## config.mk

```make
export PLATFORM = sky130hd
export DESIGN_NAME = kim_muldiv_unit
export DESIGN_NICKNAME = d
export VERILOG_FILES = /design/src/rtl/kim_pip_pkg.sv /design/src/rtl/kim_cond_neg.sv /design/src/rtl/kim_muldiv_unit.sv
export SDC_FILE = /design/constraint.sdc
export NUM_CORES = 1
export LEC_CHECK = 0
export ABC_CLOCK_PERIOD_IN_PS = 3600
export BUFFER_PORTS_ARGS = -buffer_cell sky130_fd_sc_hd__buf_4
export CORE_MARGIN = 4
export CORE_UTILIZATION = 30
export DETAILED_ROUTE_END_ITERATION = 10
export HOLD_SLACK_MARGIN = 0.03
export PLACE_DENSITY = 0.53
export REMOVE_ABC_BUFFERS = 1
export SLEW_MARGIN = 20
export SYNTH_ARGS = -nofsm -noshare
export SYNTH_HDL_FRONTEND = slang
export SYNTH_SLANG_ARGS = --single-unit
```

## constraint.sdc

```tcl
create_clock -name clk -period 3.6 [get_ports clk]
set_input_delay 1.08 -clock clk [delete_from_list [all_inputs] [get_ports clk]]
set_output_delay 1.08 -clock clk [all_outputs]
set_load 0.02 [all_outputs]
```

## src/rtl/kim_pip_pkg.sv

```systemverilog
// rtl/kim_pip_pkg.sv - shared op encodings, FSM states and iteration constants
package kim_pip_pkg;

  localparam logic [1:0] OP_MULT  = 2'b00;
  localparam logic [1:0] OP_MULTU = 2'b01;
  localparam logic [1:0] OP_DIV   = 2'b10;
  localparam logic [1:0] OP_DIVU  = 2'b11;

  typedef enum logic [1:0] {
    ST_IDLE = 2'b00,
    ST_RUN  = 2'b01,
    ST_FIX  = 2'b10
  } state_t;

  localparam int ITER_COUNT = 32;
  localparam int CNT_W      = $clog2(ITER_COUNT);
  localparam logic [CNT_W-1:0] LAST_ITER = CNT_W'(ITER_COUNT - 1);

endpackage

```

## src/rtl/kim_cond_neg.sv

```systemverilog
// rtl/kim_cond_neg.sv - conditional two's-complement negate
module kim_cond_neg #(
  parameter int WIDTH = 32
) (
  input  logic             neg,
  input  logic [WIDTH-1:0] in,
  output logic [WIDTH-1:0] out
);

  // Negate when requested, otherwise pass through unchanged
  always_comb begin
    out = neg ? (~in + WIDTH'(1)) : in;
  end

endmodule

```

## src/rtl/kim_muldiv_unit.sv

```systemverilog
// rtl/kim_muldiv_unit.sv - iterative MULT/MULTU/DIV/DIVU unit owning HI/LO
module kim_muldiv_unit #(
  parameter int DATA_WIDTH = 32
) (
  input  logic                  clk,
  input  logic                  rst_n,
  input  logic                  start,
  input  logic [1:0]            op,
  input  logic [DATA_WIDTH-1:0] rs_data,
  input  logic [DATA_WIDTH-1:0] rt_data,
  input  logic                  mthi,
  input  logic                  mtlo,
  input  logic [DATA_WIDTH-1:0] wdata,
  input  logic                  flush,
  output logic                  busy,
  output logic                  done,
  output logic [DATA_WIDTH-1:0] hi_out,
  output logic [DATA_WIDTH-1:0] lo_out
);

  import kim_pip_pkg::*;

  localparam int W  = DATA_WIDTH;
  localparam int W2 = 2 * DATA_WIDTH;

  state_t           state_q, state_d;
  logic [CNT_W-1:0] count_q, count_d;
  logic [1:0]       op_q, op_d;
  // Multiply: {partial product, remaining multiplier}. Divide: {remainder, quotient/dividend}.
  logic [W2-1:0]    acc_q, acc_d;
  // Multiplicand magnitude for multiply, divisor magnitude for divide
  logic [W-1:0]     opb_q, opb_d;
  logic [W-1:0]     rs_q, rs_d;
  logic             sign_x_q, sign_x_d;
  logic             sign_a_q, sign_a_d;
  logic             div0_q, div0_d;
  logic [W-1:0]     hi_q, hi_d;
  logic [W-1:0]     lo_q, lo_d;
  logic             done_q, done_d;

  logic [W-1:0]  abs_rs, abs_rt;
  logic [W2-1:0] prod_fix;
  logic [W-1:0]  quot_fix, rem_fix;
  logic          op_signed_q;
  logic [W:0]    mul_sum;
  logic [W:0]    div_trial;
  logic [W2-1:0] mul_next, div_next;

  assign op_signed_q = ~op_q[0];

  kim_cond_neg #(.WIDTH(W)) u_abs_rs (
    .neg (~op[0] & rs_data[W-1]),
    .in  (rs_data),
    .out (abs_rs)
  );

  kim_cond_neg #(.WIDTH(W)) u_abs_rt (
    .neg (~op[0] & rt_data[W-1]),
    .in  (rt_data),
    .out (abs_rt)
  );

  kim_cond_neg #(.WIDTH(W2)) u_fix_prod (
    .neg (op_signed_q & sign_x_q),
    .in  (acc_q),
    .out (prod_fix)
  );

  kim_cond_neg #(.WIDTH(W)) u_fix_quot (
    .neg (op_signed_q & sign_x_q),
    .in  (acc_q[W-1:0]),
    .out (quot_fix)
  );

  kim_cond_neg #(.WIDTH(W)) u_fix_rem (
    .neg (op_signed_q & sign_a_q),
    .in  (acc_q[W2-1:W]),
    .out (rem_fix)
  );

  // One shift-add or restoring shift-subtract step on the accumulator
  always_comb begin
    mul_sum   = {1'b0, acc_q[W2-1:W]} + {1'b0, (acc_q[0] ? opb_q : {W{1'b0}})};
    mul_next  = {mul_sum, acc_q[W-1:1]};
    div_trial = {acc_q[W2-1:W], acc_q[W-1]} - {1'b0, opb_q};
    if (!div_trial[W]) begin
      div_next = {div_trial[W-1:0], acc_q[W-2:0], 1'b1};
    end else begin
      div_next = {acc_q[W2-2:0], 1'b0};
    end
  end

  // Next-state and datapath update for IDLE / RUN / FIX
  always_comb begin
    state_d  = state_q;
    count_d  = count_q;
    op_d     = op_q;
    acc_d    = acc_q;
    opb_d    = opb_q;
    rs_d     = rs_q;
    sign_x_d = sign_x_q;
    sign_a_d = sign_a_q;
    div0_d   = div0_q;
    hi_d     = hi_q;
    lo_d     = lo_q;
    done_d   = 1'b0;
    case (state_q)
      ST_IDLE: begin
        if (start) begin
          if (!flush) begin
            op_d     = op;
            count_d  = '0;
            opb_d    = op[1] ? abs_rt : abs_rs;
            acc_d    = {{W{1'b0}}, (op[1] ? abs_rs : abs_rt)};
            rs_d     = rs_data;
            sign_x_d = rs_data[W-1] ^ rt_data[W-1];
            sign_a_d = rs_data[W-1];
            div0_d   = (rt_data == {W{1'b0}});
            state_d  = ST_RUN;
          end
        end else begin
          if (mthi) hi_d = wdata;
          if (mtlo) lo_d = wdata;
        end
      end
      ST_RUN: begin
        if (flush) begin
          state_d = ST_IDLE;
        end else begin
          acc_d   = op_q[1] ? div_next : mul_next;
          count_d = count_q + CNT_W'(1);
          if (count_q == LAST_ITER) state_d = ST_FIX;
        end
      end
      ST_FIX: begin
        state_d = ST_IDLE;
        if (!flush) begin
          done_d = 1'b1;
          if (!op_q[1]) begin
            hi_d = prod_fix[W2-1:W];
            lo_d = prod_fix[W-1:0];
          end else if (div0_q) begin
            hi_d = rs_q;
            lo_d = {W{1'b1}};
          end else begin
            hi_d = rem_fix;
            lo_d = quot_fix;
          end
        end
      end
      default: state_d = ST_IDLE;
    endcase
  end

  // State and architectural registers; reset clears HI/LO and aborts any operation
  always_ff @(posedge clk) begin
    if (!rst_n) begin
      state_q  <= ST_IDLE;
      count_q  <= '0;
      op_q     <= OP_MULT;
      acc_q    <= '0;
      opb_q    <= '0;
      rs_q     <= '0;
      sign_x_q <= 1'b0;
      sign_a_q <= 1'b0;
      div0_q   <= 1'b0;
      hi_q     <= '0;
      lo_q     <= '0;
      done_q   <= 1'b0;
    end else begin
      state_q  <= state_d;
      count_q  <= count_d;
      op_q     <= op_d;
      acc_q    <= acc_d;
      opb_q    <= opb_d;
      rs_q     <= rs_d;
      sign_x_q <= sign_x_d;
      sign_a_q <= sign_a_d;
      div0_q   <= div0_d;
      hi_q     <= hi_d;
      lo_q     <= lo_d;
      done_q   <= done_d;
    end
  end

  assign busy   = (state_q != ST_IDLE);
  assign done   = done_q;
  assign hi_out = hi_q;
  assign lo_out = lo_q;

endmodule

```

==> results of run 1 <==
==> what timing repair did <==
item                       CTS  global route
hold buffers                 0             0
resized for setup            2            20
pin swaps                    0             3
setup endpoints to repair    1            25
==> placed cells by master, fill, tap and decap left out, drive strengths merged, types with 12 or more instances in the layout <==
cell type,synthesis,routed
a211oi,31,31
a31oi,43,43
nor4,29,29
or4,18,18
buf,28,389
inv,67,69
o31ai,28,28
nor3,41,41
nand2,281,281
a21o,35,35
clkbuf,147,32
a22oi,12,12
nand2b,27,27
nor2,244,244
o221ai,34,34
nor2b,17,17
and3,19,19
o211ai,36,36
ha,70,70
mux2i,77,77
dfxtp,204,204
and2,12,12
xor2,92,92
nand3,41,41
or3,16,16
xnor2,97,97
o21ai,170,170
a21oi,253,253
==> power groups by stage <==
stage | sequential [mW] | combinational (mW) | clock (mW)
after detailed placement | 2.52 | 1.86 | 0
after global routing | 2.49 | 2.06 | 2.89
final | 2.47 | 1.90 | 2.75
after floorplan | 2.56 | 0.985 | 0
after global placement | 2.52 | 1.85 | 0
after CTS | 2.47 | 1.87 | 2.79
==> critical path, cell delays in order, from the launching register on <==
cell      delay [ns]
dfxtp_1         0.31
buf_4           0.13
inv_1           0.08
buf_12          0.16
buf_4           0.16
nor2_1          0.05
ha_1            0.32
and4_1          0.21
and3_1          0.20
a211o_1         0.32
a21oi_1         0.23
buf_4           0.17
a31oi_1         0.21
a211oi_2        0.30
xor2_1          0.18
o221a_2         0.19
o21ai_0         0.07
==> kinds of logic (layout without fill, tap and decap cells) <==
logic type,after synthesis,after routing,synth area share [%]
AND/OR/NAND/NOR,780,780,21.58
AO/OA/AOI/OAI,766,766,28.59
buffers and inverters,244,504,5.592
flip-flops,204,204,24.11
XOR/XNOR,189,189,9.773
multiplexers,83,83,4.949
adder cells (fa/ha/maj),72,72,5.407
other,0,1,0
==> through the flow <==
step                utilization [%]  power (mW)  worst slack, ns  hold WS, ns  instance area (sq um)
floorplan                         -       3.543           -2.227       0.4312                  16250
detailed placement            36.56       4.378         -0.06839       0.4449                  20300
global placement              36.56       4.373         -0.05487       0.4419                  20300
CTS                           38.14       7.133          0.03241       0.4534                  21180
global route                  38.26       7.432         -0.05527       0.4737                  21240
finish                        38.27       7.118           0.1642       0.4509                  21250
==> layer usage <==
layer	track usage (%)	up-vias	wire (um)
met1	33.65	9015	34070
met5	0	-	0
li1	-	8942	-
met2	36.74	699	32630
met3	4.503	101	5556
met4	5.406	0	1928
==> sequential cells by signal (all words and copies together) (netlist names) <==
| name | count |
|---|---|
| done | 1 |
| sign_x_q | 1 |
| hi_out | 32 |
| acc_q | 64 |
| op_q | 2 |
| state_q | 2 |
| lo_out | 32 |
| rs_q | 32 |
| opb_q | 32 |
| count_q | 5 |
| div0_q | 1 |
==> final timing paths <==
path	startpoint	end	slack, ns	depth (start not counted)
worst max-delay path	acc_q[0]	acc_q[62]	0.16	16
worst min-delay path	opb_q[2]	opb_q[2]	0.45	2
worst max register to register	acc_q[0]	acc_q[62]	0.16	16
worst min register to register	opb_q[2]	opb_q[2]	0.45	2
==> cell type report <==
type                       instances  area (sq um)
multi-input combinational       1890         12030
tap                              748         935.9
timing repair buffer             389          3058
clock inverter                    14         168.9
antenna                            1         2.502
inverter                          69         261.5
clock buffer                      32         701.9
sequential                       204          4089
fill                            5908         34280
==> impl_metrics.sql, run 1 <==
INSERT INTO impl_metrics (metric_group, metric, value, unit) VALUES
('run_status', 'result_of_the_run', 'finished clean', ''),
('worst_setup_path', 'maximum_fanout_along_the_worst_path', '17', ''),
('synthesis', 'ys_async_sr_fraction', '0', '%'),
('synthesis', 'synth_seq_area_share', '24.11', '%'),
('timing', 'finalMaxSlewViolations', '0', ''),
('die', 'core.rowCount', '86', ''),
('clocking', 'cts_root_buf', 'clkbuf_16', ''),
('placed_design', 'place.gp.congestion', '0.9301', ''),
('global_route', 'grt_start_max_net_pins', '111', ''),
('synthesis', 'synthesis.instances', '2338', ''),
('die', 'ioPinCount', '170', ''),
('synthesis', 'dominantRegCellSynth', 'dfxtp_1', ''),
('synthesis', 'netlist-cell-type-count', '84', ''),
('global_route', 'gr-usage-all-layers', '23.55', '%'),
('drt', 'post_drt_wl_per_cell', '22.16', 'um'),
('global_route', 'antenna_found_initial', '1', ''),
('timing', 'final.setup_skew', '0.009030', 'ns'),
('power_and_ir_drop', 'pwr-share-clk', '38.6', '%'),
('worst_setup_path', 'worst-setup-path-type', 'register to register', ''),
('worst_setup_path', 'arrival', '3.87', 'ns'),
('synthesis', 'ys_top_cells_by_area', 'dfxtp_1 (24%), a21oi_1 (7.5%), nand2_1 (6.2%), nor2_1 (5.4%), ha_1 (5.2%)', ''),
('power_and_ir_drop', 'power.density', '335.0', 'nW/um^2'),
('drt', 'detail-route-antenna-nets', '0', ''),
('worst_setup_path', 'worstSetupStartpointType', 'register', ''),
('power_and_ir_drop', 'sw_frac_of_total', '33.59', '%'),
('power_and_ir_drop', 'combPwrFrac', '26.7', '%'),
('timing', 'setup_total_negative_slack', '0', 'ns'),
('clocking', 'insertion_delay', '0.55', 'ns'),
('timing', 'maxSlewHeadroom', '37.00', '%'),
('power_and_ir_drop', 'power_switching', '2.391', 'mW'),
('die', 'die-area', '60320', 'sq um'),
('clocking', 'clkTransAtPathRegs', '0.06', 'ns'),
('clocking', 'cts_tree', 'done', ''),
('clocking', 'number_of_sinks_handled_by_clock_tree_synthesis', '204', ''),
('die', 'chipWidth', '245.6', 'um'),
('drt', 'post_drt_via_cell_ratio', '5.604', ''),
('layout', 'final-instance-count-excl-fill', '3347', ''),
('power_and_ir_drop', 'vdd_ir_drop_max', '304.4', 'uV'),
('layout', 'num-nets-final', '2755', ''),
('layout', 'drive_gt1_share', '19.48', '%'),
('synthesis', 'synth_top_cells_by_count', 'nand2_1 (279), a21oi_1 (253), nor2_1 (242)', ''),
('synthesis', 'syn_area', '16940', 'sq um'),
('global_route', 'vias_in_the_first_global_route', '18010', ''),
('synthesis', 'largest_area_contributor_in_the_netlist', 'dfxtp_1', ''),
('clocking', 'clock_tree.buffer_depth', '3', ''),
('drt', 'post-route-drc-count', '0', ''),
('drt', 'detailroute.via_count', '18760', ''),
('placed_design', 'hpwl', '57.56', 'mm'),
('synthesis', 'synth.yosys.warnings', '0', ''),
('drt', 'drt_iter0_markers', '1758', ''),
('die', 'design.core.area', '55520', 'sq um'),
('global_route', 'grt_first_pass_wirelength', '111.3', 'mm'),
('synthesis', 'edff_count_synth', '0', ''),
('layout', 'area_growth_syn_to_layout', '25.44', '%'),
('timing', 'maximum_clock_frequency', '0.2911', 'GHz'),
('synthesis', 'synthDominantCellAreaShare', '24.11', '%'),
('timing', 'hold_viol_final', '0', ''),
('timing', 'finalSetupViolCount', '0', ''),
('drt', 'first_pass_iters', '5', ''),
('timing', 'layout_worst_path_cycle_share', '95.44', '%'),
('timing', 'final.min_clock_period', '3.436', 'ns'),
('power_and_ir_drop', 'p_leak', '8.964', 'nW'),
('drt', 'wire_length_reported_by_the_detailed_router', '74.18', 'mm'),
('die', 'chipHeight', '245.6', 'um'),
('worst_hold_path', 'holdCritPathClass', 'register to register', ''),
('worst_setup_path', 'timing.critical_path.required', '4.04', 'ns'),
('flow_run', 'cap_violations', '0', ''),
('synthesis', 'synthMostInstantiatedCell', 'nand2_1', ''),
('timing', 'worst_pin_slew', '0.9451', 'ns'),
('worst_setup_path', 'worstSetupEndpointType', 'register', ''),
('placed_design', 'dp_cells', '3300', ''),
('clocking', 'cts_setup_buffers', '0', ''),
('synthesis', 'synthesis.area_per_instance', '7.244', 'sq um'),
('clocking', 'cts_buffers', '25', ''),
('global_route', 'grt_remaining_overflow', '0', ''),
('die', 'initial_utilization', '30.51', '%'),
('placed_design', 'io_buffer_count', '169', ''),
('power_and_ir_drop', 'internal_power', '4.727', 'mW'),
('synthesis', 'ys_ff_latch', '204', ''),
('clocking', 'cts_htree_levels', '1', ''),
('power_and_ir_drop', 'pwr-share-seq', '34.7', '%');
Power figures use the tool's default switching activity.
==> run 2, diff against run 1 <==
- ABC_AREA: not set -> 1
- PLACE_DENSITY: 0.53 -> 0.52
==> run 2 against run 1 <==
Compared with the run above:
- area after synthesis rose by 19%
- flip-flop and latch count is the same
- clock skew increased by 0.039 ns
- via count is 29% higher
- worst setup slack gained 0.54 ns
- combinational power rose by 34%
- sequential power is 4% higher
- maximum frequency rose by 18%
- critical path depth did not move
- critical path type unchanged
- highest routed layer unchanged
==> impl_metrics.sql, run 2 <==
INSERT INTO impl_metrics (metric_group, metric, value, unit) VALUES
('drt', 'post_drt_wl_per_cell', '21.18', 'um'),
('clocking', 'cts_htree_levels', '1', ''),
('clocking', 'clock_tree.buffer_depth', '3', ''),
('power_and_ir_drop', 'vdd_ir_drop_max', '348.0', 'uV'),
('clocking', 'cts_repair_resize_count', '0', ''),
('layout', 'largest_register', 'acc_q', ''),
('die', 'design.core.area', '66100', 'sq um'),
('worst_setup_path', 'worst-setup-path-type', 'register to register', ''),
('synthesis', 'ys_top_cells_by_area', 'dfxtp_1 (20%), nand2_1 (20%), inv_1 (9.8%), a21oi_1 (8.7%), o21ai_0 (8.0%)', ''),
('global_route', 'grt_start_max_net_pins', '110', ''),
('synthesis', 'synthMostInstantiatedCell', 'nand2_1', ''),
('timing', 'finalSetupViolCount', '0', ''),
('clocking', 'insertion_delay', '0.59', 'ns'),
('global_route', 'antenna_found_initial', '3', ''),
('synthesis', 'syn_area', '20090', 'sq um'),
('timing', 'setup_total_negative_slack', '0', 'ns'),
('worst_setup_path', 'arrival', '3.38', 'ns'),
('synthesis', 'dominantRegCellSynth', 'dfxtp_1', ''),
('die', 'initial_utilization', '30.40', '%'),
('clocking', 'holdBufCountCts', '0', ''),
('layout', 'final_cell_mix', 'nand2_1 (1,063), inv_1 (522), nor2_1 (365)', ''),
('layout', 'fill_cells', '7676', ''),
('clocking', 'cts_tree', 'done', ''),
('timing', 'maximum_clock_frequency', '0.3447', 'GHz'),
('placed_design', 'hpwl', '79.96', 'mm'),
('die', 'die-area', '71180', 'sq um'),
('layout', 'layout.cells.most_common', 'nand2_1', ''),
('worst_setup_path', 'worstSetupStartpointType', 'register', ''),
('synthesis', 'synthesis.area_per_instance', '5.499', 'sq um'),
('layout', 'number_of_flip_flops_in_the_largest_register', '64', ''),
('worst_setup_path', 'timing.reg2reg.setup_slack', '0.70', 'ns'),
('synthesis', 'ys_ff_latch', '204', ''),
('global_route', 'gr-usage-all-layers', '26.51', '%'),
('timing', 'final.setup_skew', '0.04831', 'ns'),
('power_and_ir_drop', 'power.density', '337.2', 'nW/um^2'),
('global_route', 'grt_first_pass_wirelength', '143.1', 'mm'),
('worst_hold_path', 'holdCritPathClass', 'register to register', ''),
('synthesis', 'ys_async_sr_fraction', '0', '%'),
('clocking', 'number_of_sinks_handled_by_clock_tree_synthesis', '204', ''),
('global_route', 'vias_in_the_first_global_route', '22160', ''),
('drt', 'detail-route-antenna-nets', '0', ''),
('drt', 'drt_iter0_markers', '2357', ''),
('layout', 'num-nets-final', '3955', ''),
('worst_setup_path', 'worstSetupEndpointType', 'register', ''),
('drt', 'post-route-drc-count', '0', ''),
('timing', 'maxSlewHeadroom', '39.76', '%'),
('worst_setup_path', 'worstRegToRegCells', '16', ''),
('timing', 'setup_repair_after_global_routing_missed_its_margin', 'false', ''),
('layout', 'drive_gt1_share', '9.560', '%'),
('placed_design', 'io_buffer_count', '169', ''),
('synthesis', 'synth_seq_area_share', '20.33', '%'),
('timing', 'hold_viol_final', '0', ''),
('timing', 'worst_pin_slew', '0.8941', 'ns'),
('timing', 'final.min_clock_period', '2.901', 'ns'),
('drt', 'post_drt_via_cell_ratio', '5.187', ''),
('synthesis', 'synth.yosys.warnings', '0', ''),
('worst_setup_path', 'critPathLaunch', 'acc_q[0]', ''),
('worst_setup_path', 'maximum_fanout_along_the_worst_path', '31', ''),
('timing', 'finalMaxSlewViolations', '0', ''),
('synthesis', 'largest_area_contributor_in_the_netlist', 'dfxtp_1', ''),
('drt', 'detailroute.via_count', '24180', ''),
('timing', 'layout_worst_path_cycle_share', '80.58', '%'),
('power_and_ir_drop', 'p_leak', '12.07', 'nW'),
('worst_setup_path', 'regToRegEndpoint', 'acc_q[48]', ''),
('clocking', 'clkTransAtPathRegs', '0.07', 'ns'),
('placed_design', 'place.gp.congestion', '0.9930', ''),
('drt', 'first_pass_iters', '6', ''),
('die', 'core.rowCount', '94', ''),
('worst_setup_path', 'timing.critical_path.required', '4.08', 'ns'),
('synthesis', 'netlist-cell-type-count', '50', ''),
('layout', 'area_growth_syn_to_layout', '16.48', '%'),
('die', 'chipWidth', '266.8', 'um'),
('clocking', 'cts_setup_buffers', '0', ''),
('worst_setup_path', 'worstReg2RegStart', 'acc_q[0]', ''),
('die', 'ioPinCount', '170', ''),
('drt', 'wire_length_reported_by_the_detailed_router', '98.73', 'mm'),
('synthesis', 'synth_top_cells_by_count', 'nand2_1 (1,063), inv_1 (523), nor2_1 (369)', ''),
('timing', 'finalHoldWorstSlack', '0.4760', 'ns'),
('die', 'chipHeight', '266.8', 'um'),
('worst_setup_path', 'critPathCapture', 'acc_q[48]', ''),
('synthesis', 'edff_count_synth', '0', ''),
('flow_run', 'cap_violations', '0', ''),
('global_route', 'grt_remaining_overflow', '0', ''),
('clocking', 'cts_buffers', '26', ''),
('clocking', 'cts_root_buf', 'clkbuf_16', ''),
('synthesis', 'synthDominantCellAreaShare', '20.33', '%'),
('synthesis', 'synthesis.instances', '3654', ''),
('run_status', 'result_of_the_run', 'finished clean', '');
run 2: cell count changes after synthesis, moves of 95 or more:
cell,change
nand3_1,+206
a21oi_1,+95
nor2_1,+127
inv_1,+458
nand2_1,+784
o21ai_0,+159
run 2: logic make-up (layout without fill, tap and decap cells):
family	Yosys count	in the layout	synth area share, %
AOI/OAI and AO/OA	785	785	20.85
xor gates and xnor gates	82	82	3.574
DFF	204	204	20.33
and+or+nand+nor	1824	1824	37.42
adders and majority gates	72	72	4.558
other	0	1	0
buffers and inverters	687	830	13.26
run 2: per-stage QoR:
stage                     worst slack (ns)  total power [mW]  utilization (%)  instance area, sq um  std cells
after floorplan                    -0.5575             4.041                -                 19440       3502
after global placement              0.4697             5.109            34.05                 22510       4615
after detailed placement            0.4539             5.098            34.05                 22510       4615
after CTS                           0.7057             7.882            35.40                 23400       4661
after global routing                0.4484             8.263            35.40                 23400       4661
final                               0.6992             7.893            35.41                 23400       4662
run 2: worst min-delay path by stage:
stage          slack, ns          to  depth (start not counted)  startpoint
4_1_cts             0.48  count_q[4]                          2  count_q[4]
3_5_place_dp        0.47  count_q[4]                          2  count_q[4]
5_1_grt             0.51  count_q[4]                          2  count_q[4]
6_report            0.48  count_q[4]                          2  count_q[4]
3_3_place_gp        0.46  count_q[4]                          2  count_q[4]
2_1_floorplan       0.43    sign_x_q                          2    sign_x_q
run 2: layout make-up:
type	instances	area, sq um	share of cell area [%]
multi-input combinational	2763	13390	57.20
sequential	204	4085	17.46
inverter	535	2009	8.586
timing repair buffer	249	1944	8.308
tap	864	1081	4.619
clock buffer	38	785.8	3.357
clock inverter	8	107.6	0.4598
antenna	1	2.502	0.01069
run 2: where the power goes:
group          total (mW)  internal, mW  switching (mW)
Clock                2.78          1.65            1.14
Combinational        2.54         0.788            1.75
Sequential           2.57          2.40           0.172
Total                7.89          4.83            3.06
run 2: layer usage:
metal,track usage (%),wire length [um]
met1,38.25,45480
met2,39.16,40900
met3,5.356,8474
met4,9.152,3872
met5,0,0
run 2: critical path, stage by stage, from the launching register on:
cell and delay (ns):
dfxtp_1 0.38, buf_4 0.35, nand2_1 0.12, inv_1 0.12, ha_1 0.21, nand2_1 0.13
nor2_1 0.15, inv_1 0.08, nor3_1 0.43, nand4_1 0.25, nand3_1 0.13, nand2_1 0.06
nand3_1 0.11, nand2_1 0.07, inv_1 0.06, nand2_1 0.05, a21oi_1 0.12
